===== src/rtl/ks_voice_scheduler.sv =====
// -----------------------------------------------------------------------------
// ks_voice_scheduler
//
// Voice allocator and sequencer for a bank of Karplus-Strong string engines.
// Note requests arrive over a valid/ready handshake. Each request goes to the
// lowest free engine. When no engine is free, the scheduler steals the ringing
// engine that is closest to the end of its life. For the chosen engine it
// drives the stringlen configuration and a pluck pulse timed in sample ticks,
// and it tracks how long the voice rings out.
//
// Ports:
//   Clk           system clock
//   Reset         synchronous, active-low reset
//   data_over     sample-rate strobe; each rising edge is one sample tick
//   note_valid    a note request is present
//   note_ready    a note can be accepted this cycle
//   note_len      requested string (delay-line) length
//   voice_pluck   per-engine pluck level
//   voice_len     per-engine stringlen; voice i is bits [i*LEN_W +: LEN_W]
//   voice_active  per-engine busy flag (GAP, PLUCK or RING)
//   alloc_idx     voice taken by the last accepted note
//   alloc_stolen  one-cycle pulse: the last accept stole a ringing voice
// -----------------------------------------------------------------------------
module ks_voice_scheduler #(
  parameter  int NUM_VOICES    = 4,
  parameter  int LEN_W         = 10,
  parameter  int PLUCK_SAMPLES = 8,
  parameter  int VOICE_LIFE    = 48000,
  localparam int IDX_W         = $clog2(NUM_VOICES)
) (
  input  logic                        Clk,
  input  logic                        Reset,
  input  logic                        data_over,
  input  logic                        note_valid,
  output logic                        note_ready,
  input  logic [LEN_W-1:0]            note_len,
  output logic [NUM_VOICES-1:0]       voice_pluck,
  output logic [NUM_VOICES*LEN_W-1:0] voice_len,
  output logic [NUM_VOICES-1:0]       voice_active,
  output logic [IDX_W-1:0]            alloc_idx,
  output logic                        alloc_stolen
);

  localparam int CNT_W = 16;
  localparam logic [CNT_W-1:0] LIFE_INIT  = CNT_W'(VOICE_LIFE);
  localparam logic [CNT_W-1:0] PLUCK_LAST = CNT_W'(PLUCK_SAMPLES - 1);
  localparam logic [LEN_W-1:0] MIN_LEN    = LEN_W'(2);

  typedef enum logic [1:0] {
    V_IDLE,
    V_GAP,
    V_PLUCK,
    V_RING
  } voice_state_t;

  voice_state_t     state_q [NUM_VOICES];
  voice_state_t     state_d [NUM_VOICES];
  logic [CNT_W-1:0] cnt_q   [NUM_VOICES];
  logic [CNT_W-1:0] cnt_d   [NUM_VOICES];
  logic [LEN_W-1:0] len_q   [NUM_VOICES];

  logic             data_over_q;
  logic             tick;

  logic             found_idle;
  logic             found_ring;
  logic [IDX_W-1:0] idle_idx;
  logic [IDX_W-1:0] ring_idx;
  logic [CNT_W-1:0] ring_min;
  logic             target_valid;
  logic             target_steal;
  logic [IDX_W-1:0] target_idx;
  logic             accept;
  logic [LEN_W-1:0] clamped_len;

  // One tick per rising edge of the codec strobe.
  assign tick = data_over & ~data_over_q;

  // Target selection: lowest idle voice first, otherwise the ringing voice
  // with the least life left. The strict '<' keeps the lowest index on ties.
  always_comb begin
    found_idle = 1'b0;
    found_ring = 1'b0;
    idle_idx   = '0;
    ring_idx   = '0;
    ring_min   = '1;
    for (int i = 0; i < NUM_VOICES; i++) begin
      if (state_q[i] == V_IDLE && !found_idle) begin
        found_idle = 1'b1;
        idle_idx   = IDX_W'(i);
      end
      if (state_q[i] == V_RING && (!found_ring || cnt_q[i] < ring_min)) begin
        found_ring = 1'b1;
        ring_idx   = IDX_W'(i);
        ring_min   = cnt_q[i];
      end
    end
    target_valid = found_idle | found_ring;
    target_steal = ~found_idle & found_ring;
    target_idx   = found_idle ? idle_idx : ring_idx;
  end

  // Held low while Reset is asserted even though every voice is already idle.
  assign note_ready  = target_valid & Reset;
  assign accept      = note_valid & note_ready;
  assign clamped_len = (note_len < MIN_LEN) ? MIN_LEN : note_len;

  // Per-voice next state. The accept override comes last, so a tick in the
  // accept cycle is never counted by the voice being (re)allocated.
  always_comb begin
    for (int i = 0; i < NUM_VOICES; i++) begin
      state_d[i] = state_q[i];
      cnt_d[i]   = cnt_q[i];
      case (state_q[i])
        V_GAP: begin
          // Two idle-level cycles so a stolen engine sees a fresh pluck edge.
          if (cnt_q[i] == CNT_W'(1)) begin
            state_d[i] = V_PLUCK;
            cnt_d[i]   = '0;
          end else begin
            cnt_d[i] = cnt_q[i] + CNT_W'(1);
          end
        end
        V_PLUCK: begin
          if (PLUCK_SAMPLES == 0) begin
            state_d[i] = V_RING;
            cnt_d[i]   = LIFE_INIT;
          end else if (tick) begin
            if (cnt_q[i] == PLUCK_LAST) begin
              state_d[i] = V_RING;
              cnt_d[i]   = LIFE_INIT;
            end else begin
              cnt_d[i] = cnt_q[i] + CNT_W'(1);
            end
          end
        end
        V_RING: begin
          if (tick) begin
            cnt_d[i] = cnt_q[i] - CNT_W'(1);
            if (cnt_q[i] == CNT_W'(1)) begin
              state_d[i] = V_IDLE;
            end
          end
        end
        default: ;
      endcase
      if (accept && target_idx == IDX_W'(i)) begin
        state_d[i] = target_steal ? V_GAP : V_PLUCK;
        cnt_d[i]   = '0;
      end
    end
  end

  // NOTE: sequential state uses non-blocking assignments only; all decision
  // logic lives in the always_comb blocks above.
  always_ff @(posedge Clk) begin
    if (!Reset) begin
      data_over_q  <= 1'b0;
      alloc_idx    <= '0;
      alloc_stolen <= 1'b0;
      for (int i = 0; i < NUM_VOICES; i++) begin
        state_q[i] <= V_IDLE;
        cnt_q[i]   <= '0;
        // NOTE: the length registers are reset too, because the engines must
        // see a zero stringlen after reset rather than a stale one.
        len_q[i]   <= '0;
      end
    end else begin
      data_over_q  <= data_over;
      alloc_stolen <= accept & target_steal;
      if (accept) begin
        alloc_idx <= target_idx;
      end
      for (int i = 0; i < NUM_VOICES; i++) begin
        state_q[i] <= state_d[i];
        cnt_q[i]   <= cnt_d[i];
        if (accept && target_idx == IDX_W'(i)) begin
          len_q[i] <= clamped_len;
        end
      end
    end
  end

  for (genvar g = 0; g < NUM_VOICES; g++) begin : g_out
    assign voice_pluck[g]                  = (state_q[g] == V_PLUCK);
    assign voice_active[g]                 = (state_q[g] != V_IDLE);
    assign voice_len[g*LEN_W +: LEN_W]     = len_q[g];
  end

endmodule


===== config.mk =====
export PLATFORM = sky130hd
export DESIGN_NAME = ks_voice_scheduler
export DESIGN_NICKNAME = d
export VERILOG_FILES = /design/src/rtl/ks_voice_scheduler.sv
export SDC_FILE = /design/constraint.sdc
export NUM_CORES = 1
export LEC_CHECK = 0
export CAP_MARGIN = 0
export CORE_UTILIZATION = 33
export DETAILED_ROUTE_END_ITERATION = 12
export PLACE_DENSITY = 0.56
export RECOVER_POWER = 25
export SLEW_MARGIN = 15
export SYNTH_ARGS = -nofsm -noshare
export SYNTH_HDL_FRONTEND = slang
export SYNTH_SLANG_ARGS = --single-unit

===== constraint.sdc =====
create_clock -name Clk -period 9.43 [get_ports Clk]
set_input_delay 2.829 -clock Clk [delete_from_list [all_inputs] [get_ports Clk]]
set_output_delay 2.829 -clock Clk [all_outputs]
set_load 0.05 [all_outputs]

==> results_dict.tcl, run 1 <==
set metrics [dict create \
    placementRows 60 \
    cts_tree "built" \
    dr.pass1.iters 5 \
    p_per_area_nw_per_um2 146 \
    slew_viol_final 0 \
    finalCriticalPeriod_ns 8.20 \
    h-tree-depth 4 \
    area_growth_syn_to_layout_pct 16.3 \
    io_pins 66 \
    nNetsFinal 1259 \
    netlist_instances 1169 \
    grtUsageTotal 0.214 \
    critPathMaxStageDelay_ns 0.60 \
    layout-drive-gt1-share 0.0781 \
    die_w_microns 169 \
    wl_mm 30.4 \
    cp_max_fo 18 \
    grt_pass1_wl_mm 48.1 \
    ys.flop_type "dfxtp_1" \
    final.period_utilization 0.870 \
    grt_pass1_vias 8506 \
    worst-path-buf-inv 2 \
    vias 9177 \
    yosys_warnings 0 \
    crit_slowest_cell "o31ai_4" \
    outcome "finished clean" \
    syn-num-nets 1238 \
    cts_resized 0 \
    ant_nets 0 \
    worstPathRequired_ns 9.74 \
    clockBufferDepth 2 \
    syn-mean-instance-area_sq_um 7.84 \
    start_util 0.338 \
    numCtsBuffers 17 \
    path_clk_slew_ns 0.06 \
    synth.distinct_cells 87 \
    grt-ovfl-total 0 \
    min_path_type "register to register" \
    setup_violations 0 \
    worst_pin_slew_ns 0.918 \
    clkSinkCount 116 \
    syn_area_sq_um 9170 \
    cts_setup_buffers 0 \
    cts_hold_buf 0 \
    port_buffers 65 \
    drt_iter0_markers 993 \
    cp-end-kind "register" \
    p_leak_uw 0.00411 \
    ys_ff_latch 116 \
    grt_max_degree 29 \
    total_power_uw 1560 \
    viasPerCell 5.83 \
    synthArstFlopShare 0 \
    dp_hpwl_mm 22.0 \
    fin_skew_ns 0.0104 \
    dieArea_sq_um 28500 \
    reg2reg_setup_slack_ns 1.23 \
    path_class "register to register" \
    coreArea_sq_um 27100 \
    rsz0062_at_grt "no" \
    place_congestion 0.890 \
    tns_ns 0 \
    antenna_found_initial 0 \
    timing.fmax_mhz 122 \
    wl_per_cell_microns 19.3 \
    drv_cap 0 \
    ir_worst_vdd_v 0.000120 \
    setup.worst_path.start_class "register" \
    slew_headroom 0.383 \
    die_h_microns 169 \
    cp.arrival_ns 8.51 \
    synth_edf_count 40 \
    antenna_cells 0 \
    cts-root-buf "clkbuf_16" \
    crit_family "compound AO/OA/AOI/OAI gates" \
    clkLatencyLatePin_ns 0.43 \
    drcViolationCount 0 \
    ys_seq_area_frac 0.297 \
    hold_viol 0 \
]
## Yosys cell counts (16+ instances only)
cell type  count  area (sq um)
nand2_1       98           368
nor4_1        17           106
mux2_2        24           270
nand3_1       36           180
dfxtp_1       76          1520
and2_1        27           169
edfxtp_1      40          1200
xnor2_1       16           140
nor3_1        73           365
clkbuf_1      57           214
a211oi_1      23           173
ha_1          55           688
a21oi_1      106           531
nor2_1       124           465
and3_1        38           238
o21ai_0       69           345
inv_1         44           165
## placed cells by master (no fill, tap or decap), types with 36 or more instances in the layout
cell type	count
a21oi_1	106
and3_1	38
dfxtp_1	76
dlygate4sd3_1	51
edfxtp_1	40
ha_1	55
inv_1	44
nand2_1	98
nand3_1	36
nor2_1	124
nor3_1	73
o21ai_0	68
## state kept, by name (all words and copies together), names as in the netlist
signal	flops
alloc_idx	2
alloc_stolen	1
cnt_q	64
data_over_q	1
len_q	40
state_q	8
## where the power goes
group	leakage, uW	total, uW	internal, uW	switching [uW]
sequential	0.00103	569	539	29.9
combinational	0.00278	285	91.2	194
clock	0.000294	707	444	263
## through the flow
stage | hold WS [ns] | instance area (sq um) | setup WS (ns) | util | instances
after floorplan | 0.475 | 9170 | 1.79 | - | 1169
after global placement | 0.467 | 10000 | 1.57 | 0.370 | 1543
after detailed placement | 0.456 | 10000 | 1.34 | 0.370 | 1543
after CTS | 0.463 | 10700 | 1.32 | 0.393 | 1575
after global routing | 0.496 | 10700 | 0.789 | 0.393 | 1575
final | 0.463 | 10700 | 1.23 | 0.393 | 1575
## worst paths after layout
kind / end / from / cells after the start
min reg2reg: alloc_idx[1] / alloc_idx[1] / 2
max reg2reg: cnt_q[2][7] / state_q[0][1] / 28
min: alloc_idx[1] / alloc_idx[1] / 2
max: cnt_q[2][7] / state_q[0][1] / 28
## worst register-to-register path, delay by kind of cell (launching register included)
| kind | cells | cell delay [ns] |
|---|---|---|
| DFF | 1 | 0.58 |
| buffers and inverters | 2 | 0.66 |
| and+or+nand+nor | 11 | 2.14 |
| muxes | 2 | 0.81 |
| adders and majority gates | 3 | 0.91 |
| AOI/OAI and AO/OA | 10 | 3.00 |
## cell families after synthesis
kind of cell,after synthesis,share of synthesized area
buffers and inverters,118,0.0546
flip-flops,116,0.297
adder cells (fa/ha/maj),55,0.0750
AO/OA/AOI/OAI,343,0.253
multiplexers,32,0.0382
XOR/XNOR,19,0.0181
AND/OR/NAND/NOR,486,0.264
## metal layers
layer	up-vias	track usage	share of wire
met3	40	0.0344	0.050
li1	4411	-	-
met1	4408	0.292	0.47
met4	0	0.0609	0.017
met5	-	0	0
met2	318	0.345	0.47
## area by class of cell
cell class | count | area (sq um)
Fill cell | 2754 | 16400
Multi-Input combinational cell | 935 | 5950
Sequential cell | 116 | 2720
Timing Repair Buffer | 76 | 733
Tap cell | 372 | 465
Clock buffer | 17 | 425
Clock inverter | 15 | 205
Inverter | 44 | 165
(Power assumes the default switching activity.)
==> run 2, diff against run 1 <==
--- a/config.mk
+++ b/config.mk
@@ -10,7 +10,7 @@
 export DETAILED_ROUTE_END_ITERATION = 12
 export PLACE_DENSITY = 0.56
 export RECOVER_POWER = 25
-export SLEW_MARGIN = 15
+export SLEW_MARGIN = 25
 export SYNTH_ARGS = -nofsm -noshare
 export SYNTH_HDL_FRONTEND = slang
 export SYNTH_SLANG_ARGS = --single-unit
==> results of run 2 <==
The final DEF is identical to that of run 1; final timing and power are the same.
==> run 3, diff against run 2 <==
--- a/config.mk
+++ b/config.mk
@@ -8,7 +8,8 @@
 export CAP_MARGIN = 0
 export CORE_UTILIZATION = 33
 export DETAILED_ROUTE_END_ITERATION = 12
-export PLACE_DENSITY = 0.56
+export GPL_ROUTABILITY_DRIVEN = 0
+export PLACE_DENSITY = 0.59
 export RECOVER_POWER = 25
 export SLEW_MARGIN = 25
 export SYNTH_ARGS = -nofsm -noshare
==> run 3 against run 2 <==
  * Clock power increased by 4.4%
  * Critical path depth is the same
  * Via count decreased by 0.31%
  * Design area up 0.18%
  * Clock skew up 0.0029 ns
  * Critical endpoint unchanged
==> results_dict.tcl, run 3 (same netlist as run 1, synthesis figures left out) <==
set metrics [dict create \
    clockBufferDepth 2 \
    finalCriticalPeriod_ns 8.66 \
    port_buffers 65 \
    antenna_cells 0 \
    rsz0062_at_grt "no" \
    cts_tree "built" \
    viasPerCell 5.81 \
    timing.rr.start "state_q[0][1]" \
    setup_violations 0 \
    final_cell_mix "124 x nor2_1, 106 x a21oi_1, 98 x nand2_1" \
    wl_mm 29.7 \
    grt_pass1_vias 8569 \
    h-tree-depth 4 \
    tns_ns 0 \
    p_leak_uw 0.00412 \
    vias 9149 \
    largest_register_ffs 64 \
    slew_viol_final 0 \
    timing.fmax_mhz 115 \
    p_sw_frac 0.299 \
    io_pins 66 \
    path_class "register to register" \
    min_path_type "register to register" \
    worst_pin_slew_ns 0.911 \
    dieArea_sq_um 28500 \
    pre_cts_ws_ns 1.01 \
    final_util 0.394 \
    layout_setup_ws_ns 0.770 \
    switching_power_uw 475 \
    largest-register "cnt_q" \
    die_h_microns 169 \
    cp_max_fo 17 \
    dr.pass1.iters 5 \
    wl_per_cell_microns 18.9 \
    grt_max_degree 32 \
    grtUsageTotal 0.211 \
    nNetsFinal 1258 \
    dp_hpwl_mm 21.4 \
    drt_iter0_markers 863 \
    pwr-share-seq 0.358 \
    worstPathRequired_ns 9.73 \
    p_per_area_nw_per_um2 149 \
    ant_nets 0 \
    clkLatencyLatePin_ns 0.42 \
    numCtsBuffers 17 \
    startpoint "state_q[0][1]" \
    dp.cells 1542 \
    final.period_utilization 0.918 \
    cp-end-kind "register" \
    hold_viol 0 \
    grt-ovfl-total 0 \
    antenna_found_initial 0 \
    area_growth_syn_to_layout_pct 16.5 \
    crit_slowest_cell "o31ai_4" \
    fin_skew_ns 0.0133 \
    critPathMaxStageDelay_ns 0.60 \
    cp.arrival_ns 8.96 \
    drcViolationCount 0 \
    setup.worst_path.start_class "register" \
    slew_headroom 0.392 \
    path_clk_slew_ns 0.06 \
    min_from "alloc_idx[1]" \
    clkPwrFrac 0.464 \
    cts_setup_buffers 0 \
    p_comb_frac 0.178 \
    nFillCells 2771 \
    intPower_uw 1110 \
    cts-root-buf "clkbuf_16" \
    start_util 0.338 \
    coreArea_sq_um 27100 \
    layout-drive-gt1-share 0.0765 \
    die_w_microns 169 \
    ir_worst_vdd_v 0.0000937 \
    stdcell_count 1574 \
    cts_hold_buf 0 \
    clkSinkCount 116 \
    grt_pass1_wl_mm 47.7 \
    drv_cap 0 \
    outcome "finished clean" \
    cts_resized 0 \
    final_common_cell "nor2_1" \
    reg.largest.list "cnt_q x64, len_q x40, state_q x8" \
    placementRows 60 \
]
==> run 3: cell count changes in the layout (fill, tap and decap cells not counted) <==
| cell | delta |
|---|---|
| inv_8 | -1 |
| clkbuf_1 | +1 |
| clkinvlp_4 | -2 |
| buf_4 | -1 |
| clkbuf_8 | +2 |
| bufinv_16 | +1 |
| clkinv_4 | -1 |
==> run 3: final timing paths <==
path / endpoint / slack [ns] / depth (start not counted)
setup / recovery: cnt_q[2][7] / 0.77 / 28
hold / removal: alloc_idx[1] / 0.46 / 2
setup reg to reg: cnt_q[2][7] / 0.77 / 28
hold reg to reg: alloc_idx[1] / 0.46 / 2
==> run 3: per-stage QoR <==
stage	hold WS (ns)	power, uW	instance area [sq um]
final	0.458	1590	10700
after floorplan	0.475	779	9170
after global placement	0.445	863	10000
after detailed placement	0.451	864	10000
after global routing	0.486	1650	10700
after CTS	0.458	1600	10700
==> run 3: power by group through the flow <==
| stage | clock network [uW] | logic, uW | registers (uW) |
|---|---|---|---|
| 6_report | 738 | 283 | 569 |
| 5_1_grt | 769 | 307 | 572 |
| 4_1_cts | 748 | 287 | 569 |
| 3_5_place_dp | 0 | 285 | 579 |
| 3_3_place_gp | 0 | 285 | 579 |
| 2_1_floorplan | 0 | 178 | 601 |
==> run 3: per-layer routing <==
layer | global-route usage | vias to the layer above | share of wire
li1 | - | 4412 | -
met1 | 0.292 | 4424 | 0.46
met2 | 0.341 | 285 | 0.47
met3 | 0.0313 | 28 | 0.050
met4 | 0.0518 | 0 | 0.013
met5 | 0 | - | 0
==> run 3: critical path, delay by kind of cell (launching register included) <==
| family | cells | cell delay, ns |
|---|---|---|
| simple gates | 11 | 2.56 |
| buf+inv | 2 | 0.68 |
| mux | 2 | 0.80 |
| fa+ha+maj | 3 | 0.93 |
| flops | 1 | 0.56 |
| compound gates | 10 | 2.99 |
==> run 3: area by class of cell <==
type / instances / area, sq um / share of cell area
inverters: 44 / 165 / 0.0155
well taps: 372 / 465 / 0.0436
multi-input cells: 935 / 5950 / 0.557
clock inverters: 12 / 200 / 0.0187
clock buffers: 20 / 457 / 0.0428
flip-flops and latches: 116 / 2720 / 0.255
repair buffers: 75 / 726 / 0.0679
